[src/rtl/ex_muldiv_ctrl.sv]
// ex_muldiv_ctrl: EX-stage result-select and multiply/divide sequencing controller.
//
// Decodes the EX operation class into a one-hot result select. Single-cycle
// classes (ADD, LOGIC, HILO) are selected in the same cycle. MUL launches the
// fixed-latency multiplier, DIV launches the iterative divider. In both cases
// the pipeline is held with stall_req until the 64-bit result is ready, and a
// one-cycle write-back state then issues hilo_we.
//
// Ports:
//   clk        in   rising-edge clock
//   rst        in   asynchronous active-high reset
//   ex_valid   in   valid instruction present in EX
//   op_class   in   3-bit class: 0 ADD, 1 MUL, 2 DIV, 3 LOGIC, 4 HILO, 5..7 none
//   flush      in   cancel the EX instruction and any operation in flight
//   div_done   in   divider result valid (level, only looked at in DIV)
//   mult_start out  one-cycle multiplier start pulse
//   div_start  out  one-cycle divider start pulse
//   div_cancel out  one-cycle divider abort pulse
//   select     out  one-hot result select (adder, mult, div, logic, hilo) or zero
//   stall_req  out  hold IF/ID/EX this cycle
//   hilo_we    out  write the mult/div result into HI/LO this cycle
//   busy       out  controller not idle
//
// All outputs are combinational from the state, the registered counter/kind
// and the inputs, so IDLE decode is visible in the same cycle.
module ex_muldiv_ctrl #(
    parameter int unsigned MULT_LAT = 2
) (
    input  logic       clk,
    input  logic       rst,
    input  logic       ex_valid,
    input  logic [2:0] op_class,
    input  logic       flush,
    input  logic       div_done,
    output logic       mult_start,
    output logic       div_start,
    output logic       div_cancel,
    output logic [4:0] select,
    output logic       stall_req,
    output logic       hilo_we,
    output logic       busy
);

    typedef enum logic [1:0] {
        IDLE = 2'd0,
        MULT = 2'd1,
        DIV  = 2'd2,
        WB   = 2'd3
    } state_t;

    // Counter preload: the first MULT cycle sees MULT_LAT-1, so the machine
    // spends exactly MULT_LAT cycles in MULT before write-back.
    localparam logic [3:0] MULT_INIT = 4'(MULT_LAT - 1);

    localparam logic [4:0] SEL_NONE  = 5'b00000;
    localparam logic [4:0] SEL_ADD   = 5'b00001;
    localparam logic [4:0] SEL_MULT  = 5'b00010;
    localparam logic [4:0] SEL_DIV   = 5'b00100;
    localparam logic [4:0] SEL_LOGIC = 5'b01000;
    localparam logic [4:0] SEL_HILO  = 5'b10000;

    state_t     state_r;
    state_t     state_next_s;
    logic [3:0] count_r;
    logic [3:0] count_next_s;
    // kind_r: 1'b0 = multiply in flight, 1'b1 = divide in flight
    logic       kind_r;
    logic       kind_next_s;

    // State, latency counter and operation-kind registers.
    always_ff @(posedge clk or posedge rst) begin
        if (rst) begin
            state_r <= IDLE;
            count_r <= 4'd0;
            kind_r  <= 1'b0;
        end else begin
            state_r <= state_next_s;
            count_r <= count_next_s;
            kind_r  <= kind_next_s;
        end
    end

    // Next-state and output decode.
    always_comb begin
        state_next_s = state_r;
        count_next_s = count_r;
        kind_next_s  = kind_r;
        mult_start   = 1'b0;
        div_start    = 1'b0;
        div_cancel   = 1'b0;
        select       = SEL_NONE;
        stall_req    = 1'b0;
        hilo_we      = 1'b0;
        busy         = 1'b0;

        case (state_r)
            IDLE: begin
                if (ex_valid && !flush) begin
                    case (op_class)
                        3'd0: select = SEL_ADD;
                        3'd3: select = SEL_LOGIC;
                        3'd4: select = SEL_HILO;
                        3'd1: begin
                            mult_start   = 1'b1;
                            stall_req    = 1'b1;
                            kind_next_s  = 1'b0;
                            count_next_s = MULT_INIT;
                            state_next_s = MULT;
                        end
                        3'd2: begin
                            div_start    = 1'b1;
                            stall_req    = 1'b1;
                            kind_next_s  = 1'b1;
                            state_next_s = DIV;
                        end
                        default: select = SEL_NONE;
                    endcase
                end else begin
                    state_next_s = IDLE;
                end
            end

            MULT: begin
                stall_req = 1'b1;
                busy      = 1'b1;
                if (flush) begin
                    // Product in flight is simply discarded.
                    state_next_s = IDLE;
                end else if (count_r == 4'd0) begin
                    state_next_s = WB;
                end else begin
                    count_next_s = count_r - 4'd1;
                end
            end

            DIV: begin
                stall_req = 1'b1;
                busy      = 1'b1;
                if (flush) begin
                    // Flush wins over a simultaneous div_done.
                    div_cancel   = 1'b1;
                    state_next_s = IDLE;
                end else if (div_done) begin
                    state_next_s = WB;
                end else begin
                    state_next_s = DIV;
                end
            end

            WB: begin
                busy         = 1'b1;
                select       = kind_r ? SEL_DIV : SEL_MULT;
                hilo_we      = !flush;
                state_next_s = IDLE;
            end

            default: begin
                state_next_s = IDLE;
            end
        endcase
    end

endmodule

[config.mk]
export PLATFORM = sky130hd
export DESIGN_NAME = ex_muldiv_ctrl
export DESIGN_NICKNAME = d
export VERILOG_FILES = /design/src/rtl/ex_muldiv_ctrl.sv
export SDC_FILE = /design/constraint.sdc
export NUM_CORES = 1
export LEC_CHECK = 0
export ABC_AREA = 1
export CAP_MARGIN = 20
export CORE_MARGIN = 4
export CORE_UTILIZATION = 47
export DETAILED_ROUTE_END_ITERATION = 8
export PLACE_DENSITY = 0.78
export REMOVE_ABC_BUFFERS = 1
export SYNTH_ARGS = -nofsm -noshare
export SYNTH_HDL_FRONTEND = slang
export SYNTH_SLANG_ARGS = --single-unit
[constraint.sdc]
create_clock -name clk -period 1.8 [get_ports clk]
set_clock_uncertainty 0.2 [all_clocks]
set_input_delay 0.36 -clock clk [delete_from_list [all_inputs] [get_ports clk]]
set_output_delay 0.36 -clock clk [all_outputs]
set_load 0.1 [all_outputs]
==> results of run 1 <==
==> cell families after synthesis <==
kind of cell / Yosys count
and+or+nand+nor: 72
buffers and inverters: 23
adders and majority gates: 8
DFF: 7
AOI/OAI and AO/OA: 2
xor gates and xnor gates: 1
==> Yosys cell counts, drive strengths merged <==
cell type,number
xnor2,1
nor3,1
nor4,1
inv,22
o21bai,1
dfrtp,7
nand2,42
ha,8
a21oi,1
nand3,11
buf,1
nand4,2
nand3b,1
nor2,14
==> repair_timing <==
item	CTS
endpoints found under the hold margin	0
hold buffers	0
endpoints found under the setup margin	10
resized for setup	32
buffers inserted	7
pin swaps	7
==> per-stage QoR <==
stage	area, sq um	hold WS (ns)
after floorplan	712	-0.0366
after global placement	1150	0.291
after CTS	1310	0.106
after detailed placement	1150	0.295
==> out/metrics.cfg, run 1 <==
[status]
status = did not finish
lastStage = global routing
error_line = [ERROR DPL-0038] Utilization greater than 100%, impossible to legalize

[cts]
cts_made_buffers = 3
clockRootBuffer = clkbuf_4
htreeDepth = 1
cts.path.max_buffers = 2
cts_sinks = 7

[place]
dp.cells = 162
place_ws_ns = -0.427
port_buffers = 18
dp_hpwl_um = 1870
place_congestion = 0.846

[logic_synthesis]
synthCells = 113
synth_top_family_by_area = simple AND/OR/NAND/NOR gates
syn_area_sq_um = 719
synth_seq_cells = 7
synth_area_leaders = dfrtp_1 24%, nand2_1 20%, ha_1 14%
synth_xor_area_frac = 0.0122
synthAdderAreaFrac = 0.139
synth-simple-area-share = 0.463
synth_largest_area_cell = dfrtp_1
ys_warn_count = 0
synth_compound_gate_area_share = 0.0174
muxShareOfSynthArea = 0
yosysSeqAreaShare = 0.243
synth_area_per_cell_sq_um = 6.37
synth.distinct_cells = 19
netlist.area_leader.share = 0.243

[die]
row_count = 13
dieHeight_um = 47.1
initial_utilization = 0.527
die_x_um = 47.1
io_pins = 19

[sta]
worst-ep-kind = output port
worstEndpointGrtRepair = select[0]

[global_routing]
grt_start_max_net_pins = 9

==> run 2, diff against run 1 <==
Settings changed: CORE_AREA from default to 4 4 65 67, CORE_MARGIN 4 to default, CORE_UTILIZATION 47 to default, DIE_AREA from default to 0 0 69 71, PLACE_DENSITY 0.78 to default, PLACE_DENSITY_LB_ADDON from default to 0.15.
==> run 2 against run 1 <==
Effect of this change: area after synthesis is the same; the flow now finishes, with violations (setup timing); synthesized cell count unchanged.
==> out/metrics.cfg, run 2 <==
[place]
place_ws_ns = -0.424
dp_hpwl_um = 1620
dp.cells = 195
port_buffers = 18
place_congestion = 0.794
place_area_sq_mm = 0.00119

[sta]
relSlewSlack = 0.829
rsz0062_at_grt = true
maxSlewViolCount = 0
hold_viol_final = 0
fmax_ghz = 0.475
setup_violations = 7
holdWs_ns = 0.161
finalCritPeriodShare = 1.17
worstMarginPinSlew_ns = 0.254
final.setup.worst_slack_ns = -0.306
finalCriticalPeriod_ns = 2.11
setup_tns_ns = -1.81

[logic_synthesis]
ys_warn_count = 0
syn_area_sq_um = 719
synth_commonest_cells = 39 x nand2_1, 18 x inv_1, 13 x nor2_1
synth.distinct_cells = 19
netlist.area_leader.share = 0.243
synth_area_leaders = dfrtp_1 24%, nand2_1 20%, ha_1 14%
synth_ff_type = dfrtp_1
synthCells = 113
synth_seq_cells = 7
yosysMostFrequentCell = nand2_1
synth_area_per_cell_sq_um = 6.37
synth_largest_area_cell = dfrtp_1
yosysSeqAreaShare = 0.243
async_flop_share = 1.00
synth-edff-count = 0

[setup_path]
worstPathMaxFanout = 3
crit_path_top_delay_cell = dfrtp_1
reg2reg_from = state_r[1]
path_cells = inv_2, ha_4, inv_4, nor2_4, nand4_1, nor2_2, buf_12
critical_path_depth = 7
cp.required_ns = 1.24
path_class = register to primary output
rr_worst_depth = 10
slowest_delay_ns = 0.39
crit_arrival_ns = 1.55
startpoint = state_r[1]
start_kind = register
reg2reg_to = state_r[0]
crit_family = simple AND/OR/NAND/NOR gates
reg2reg_slack_ns = 0.14
crit_buf_inv = 3
endpoint_kind = primary output

[final_layout]
drive_above_1_share = 0.460
final_common_cell = nand2_1
fin_cells = 209
utilization = 0.393
syn_to_final_growth_pct = 98.6
regMostFlops = count_r
design_area_sq_mm = 0.00143
largestRegisters = count_r x4, state_r x2, kind_r x1
diodes = 0
layout_common_cells = 37 x nand2_1, 25 x buf_4, 12 x buf_12, 10 x inv_2, 10 x nand3_1
largest_reg_flops = 4
fin_nets = 178

[cts]
cts_sinks = 7
cts_tree = yes
cts_hold_buf = 0
clk_pin_slew_ns = 0.04
htreeDepth = 1
clockRootBuffer = clkbuf_8
clock_latency_ns = 0.22
cts.path.max_buffers = 2
cts_made_buffers = 3

[global_routing]
grt_pass1_wl_um = 3680
gr-total-overflow = 0
antenna_found_initial = 0
grt_usage = 0.0894
grt_start_max_net_pins = 9
first_global_vias = 856

[power_and_ir_drop]
power.internal_mw = 0.660
p_leak_nw = 0.740
seqPwrFrac = 0.215
powerDensity_mw_per_mm2 = 837
irDropWorstVdd_v = 0.000319
total_power_mw = 1.20
power_frac_comb = 0.606
p_sw_mw = 0.537
clkPwrFrac = 0.179
switching_share = 0.449

[detailed_routing]
drt_iter0_drc = 50
vias_per_cell = 4.05
drtPass1Iterations = 4
wl_per_cell_um = 9.78
wl_um = 2040
num_vias = 847
antenna_left = 0
drc_errors = 0

[run]
cap_violations = 0

[die]
fp.dieArea_sq_mm = 0.00490
io_pins = 19
row_count = 22
die_x_um = 69
dieHeight_um = 71
core-area_sq_mm = 0.00363
initial_utilization = 0.198

[status]
violations = setup timing
status = complete, but fails checks

[min_path]
hp-class = input port to async pin

==> run 2: worst register-to-register path: cells and delay by family, from the launching register on <==
| family | cells | cell delay (ns) |
|---|---|---|
| buffers and inverters | 5 | 0.47 |
| adder cells (fa/ha/maj) | 1 | 0.17 |
| AND/OR/NAND/NOR | 4 | 0.33 |
| flip-flops | 1 | 0.39 |
==> run 2: how the worst max path moves through the flow <==
stage	endpoint	slack, ns
after floorplan	mult_start	-1.64
after global placement	stall_req	-0.37
after detailed placement	stall_req	-0.42
after CTS	select[4]	-0.33
after global routing	select[4]	-0.39
final	select[4]	-0.31
==> run 2: per-layer routing <==
layer | vias to the layer above | global-route usage | share of wire
li1 | 437 | - | -
met1 | 390 | 0.118 | 0.47
met2 | 18 | 0.146 | 0.49
met3 | 2 | 0.0156 | 0.029
met4 | 0 | 0.0325 | 0.0049
met5 | - | 0 | 0
==> run 2: cell type report <==
type / count / area, sq um
Fill cell: 385 / 2200
Multi-Input combinational cell: 83 / 554
Timing Repair Buffer: 45 / 503
Sequential cell: 7 / 175
Inverter: 22 / 90.1
Tap cell: 48 / 60.1
Clock buffer: 3 / 41.3
Clock inverter: 1 / 5.00
==> run 2: cells by family (layout without fill, tap and decap cells) <==
family                   Yosys count  in the layout  share of synthesized area
AND/OR/NAND/NOR                   72             72                      0.463
buffers and inverters             23             71                      0.125
adder cells (fa/ha/maj)            8              8                      0.139
flip-flops                         7              7                      0.243
AO/OA/AOI/OAI                      2              2                     0.0174
XOR/XNOR                           1              1                     0.0122
==> run 2: repair_timing <==
item | CTS | global route
setup buffers | 9 | 2
resized for setup | 29 | 10
setup endpoints to repair | 10 | 15
pin swaps | 9 | 3
==> run 2: power groups by stage <==
| stage | logic (mW) | clock network (mW) | registers (mW) |
|---|---|---|---|
| after CTS | 0.711 | 0.221 | 0.255 |
| after global placement | 0.641 | 0 | 0.254 |
| after detailed placement | 0.647 | 0 | 0.255 |
| after floorplan | 0.424 | 0 | 0.246 |
| after global routing | 0.807 | 0.233 | 0.265 |
| final | 0.725 | 0.215 | 0.257 |
(Power assumes the default switching activity.)
==> run 3, diff against run 2 <==
Settings changed: REMOVE_ABC_BUFFERS 1 to default.
Clock period 1.8 ns to 1.7 ns, I/O delays scaled along.
==> run 3 against run 2 <==
Effect of this change: global-route usage up 0.16 points; largest cell class unchanged; routed wire length grew 6.3%; combinational power is 15% higher; sequential power increased by 8.9%; clock-buffer cell count up 1; highest routed layer unchanged; the run still ends with setup timing left; worst setup slack worse by 0.13 ns; via count increased by 1.1%.
==> out/metrics.cfg, run 3 (synthesis gave the netlist of run 2 again) <==
[status]
status = complete, but fails checks
violations = setup timing

[setup_path]
path_class = register to primary output
endpoint_kind = primary output
worstPathMaxFanout = 3
start_kind = register
rr_worst_depth = 12
crit_arrival_ns = 1.60
cp.required_ns = 1.16

[cts]
clock_latency_ns = 0.22
cts.path.max_buffers = 2
cts_made_buffers = 3
clockRootBuffer = clkbuf_8
clk_pin_slew_ns = 0.04
cts_hold_buf = 0
htreeDepth = 1
cts_tree = yes
cts_sinks = 7

[global_routing]
grt_usage = 0.0910
antenna_found_initial = 0
grt_start_max_net_pins = 8
first_global_vias = 897
grt_pass1_wl_um = 3770
gr-total-overflow = 0

[power_and_ir_drop]
irDropWorstVdd_v = 0.000253
p_leak_nw = 0.746
powerDensity_mw_per_mm2 = 876

[die]
initial_utilization = 0.198
io_pins = 19
core-area_sq_mm = 0.00363
row_count = 22
dieHeight_um = 71
fp.dieArea_sq_mm = 0.00490
die_x_um = 69

[detailed_routing]
drc_errors = 0
wl_per_cell_um = 10.3
num_vias = 856
drtPass1Iterations = 4
vias_per_cell = 4.08
antenna_left = 0
drt_iter0_drc = 7
wl_um = 2170

[place]
place_congestion = 0.740
dp.cells = 200
dp_hpwl_um = 1730
port_buffers = 18

[run]
cap_violations = 0

[sta]
maxSlewViolCount = 0
relSlewSlack = 0.821
setup_tns_ns = -2.63
holdWs_ns = 0.141
worstMarginPinSlew_ns = 0.266
setup_violations = 11
final.setup.worst_slack_ns = -0.436
finalCritPeriodShare = 1.26
rsz0062_at_grt = true
hold_viol_final = 0
fmax_ghz = 0.468
finalCriticalPeriod_ns = 2.14

[final_layout]
largestRegisters = count_r x4, state_r x2, kind_r x1
syn_to_final_growth_pct = 113
drive_above_1_share = 0.537
regMostFlops = count_r
fin_nets = 179
final_common_cell = nand2_1
diodes = 0
fin_cells = 210
layout_common_cells = 30 x nand2_1, 22 x buf_4, 11 x buf_12, 8 x inv_2, 8 x inv_1
largest_reg_flops = 4

[min_path]
hp-class = input port to async pin

[logic_synthesis]
syn-num-nets = 129

run 3: cell count changes in the layout (fill, tap and decap cells not counted), sizes merged:
| cell | previous run | this run |
|---|---|---|
| clkinv | 1 | 0 |
| clkbuf | 3 | 4 |
| buf | 38 | 39 |
| inv | 22 | 18 |
| clkinvlp | 0 | 4 |
run 3: cell type report:
cell class	count	area (sq um)
well taps	48	60.1
flip-flops and latches	7	175
clock buffers	4	45.0
inverters	22	103
repair buffers	46	517
multi-input cells	83	636
fillers	372	2100
run 3: metrics by stage:
step | total power, mW | setup slack [ns] | util | cell area (sq um)
after floorplan | 0.762 | -0.796 | - | 808
after global placement | 1.01 | -0.497 | 0.362 | 1320
after detailed placement | 1.02 | -0.503 | 0.362 | 1320
after CTS | 1.31 | -0.459 | 0.412 | 1500
after global routing | 1.44 | -0.488 | 0.423 | 1540
final | 1.34 | -0.436 | 0.423 | 1540
run 3: repair_timing:
action | CTS | global route
endpoints found under the setup margin | 11 | 18
buffers inserted | 10 | 4
resized for setup | 23 | 16
pin swaps | 10 | 10
run 3: path summary, 6_finish.rpt:
check                            from         end  slack [ns]
hold reg to reg            count_r[0]  count_r[0]        0.30
hold / removal                    rst  count_r[3]        0.14
setup reg to reg           state_r[1]  count_r[2]        0.08
min in group clk           count_r[0]  count_r[0]        0.30
setup / recovery           state_r[0]   select[0]       -0.44
max in group asynchronous         rst  count_r[2]        0.95
run 3: worst max-delay path, cell delays in order, from the launching register on:
cell and delay [ns]:
dfrtp_1 0.38, inv_2 0.10, ha_1 0.24, inv_2 0.08
nand4_1 0.21, nor2_4 0.17, buf_12 0.18
run 3: report_power, final:
group,leakage [nW],switching [mW],internal (mW),total [mW]
Clock,0.0228,0.0683,0.162,0.230
Sequential,0.0923,0.0602,0.220,0.280
Combinational,0.631,0.479,0.355,0.834
Total,0.746,0.607,0.737,1.34
run 3: layer usage:
layer  global-route usage  share of wire  wire length, um
met1                0.105           0.43              939
met2                0.162           0.53             1150
met3               0.0227          0.035               77
met4               0.0347         0.0037                8
met5                    0              0                0
==> run 4, diff against run 3 <==
Settings changed: GPL_TIMING_DRIVEN from default to 1.
==> results of run 4 <==
Same layout as run 3: the final DEF is identical, and so are final timing and power.
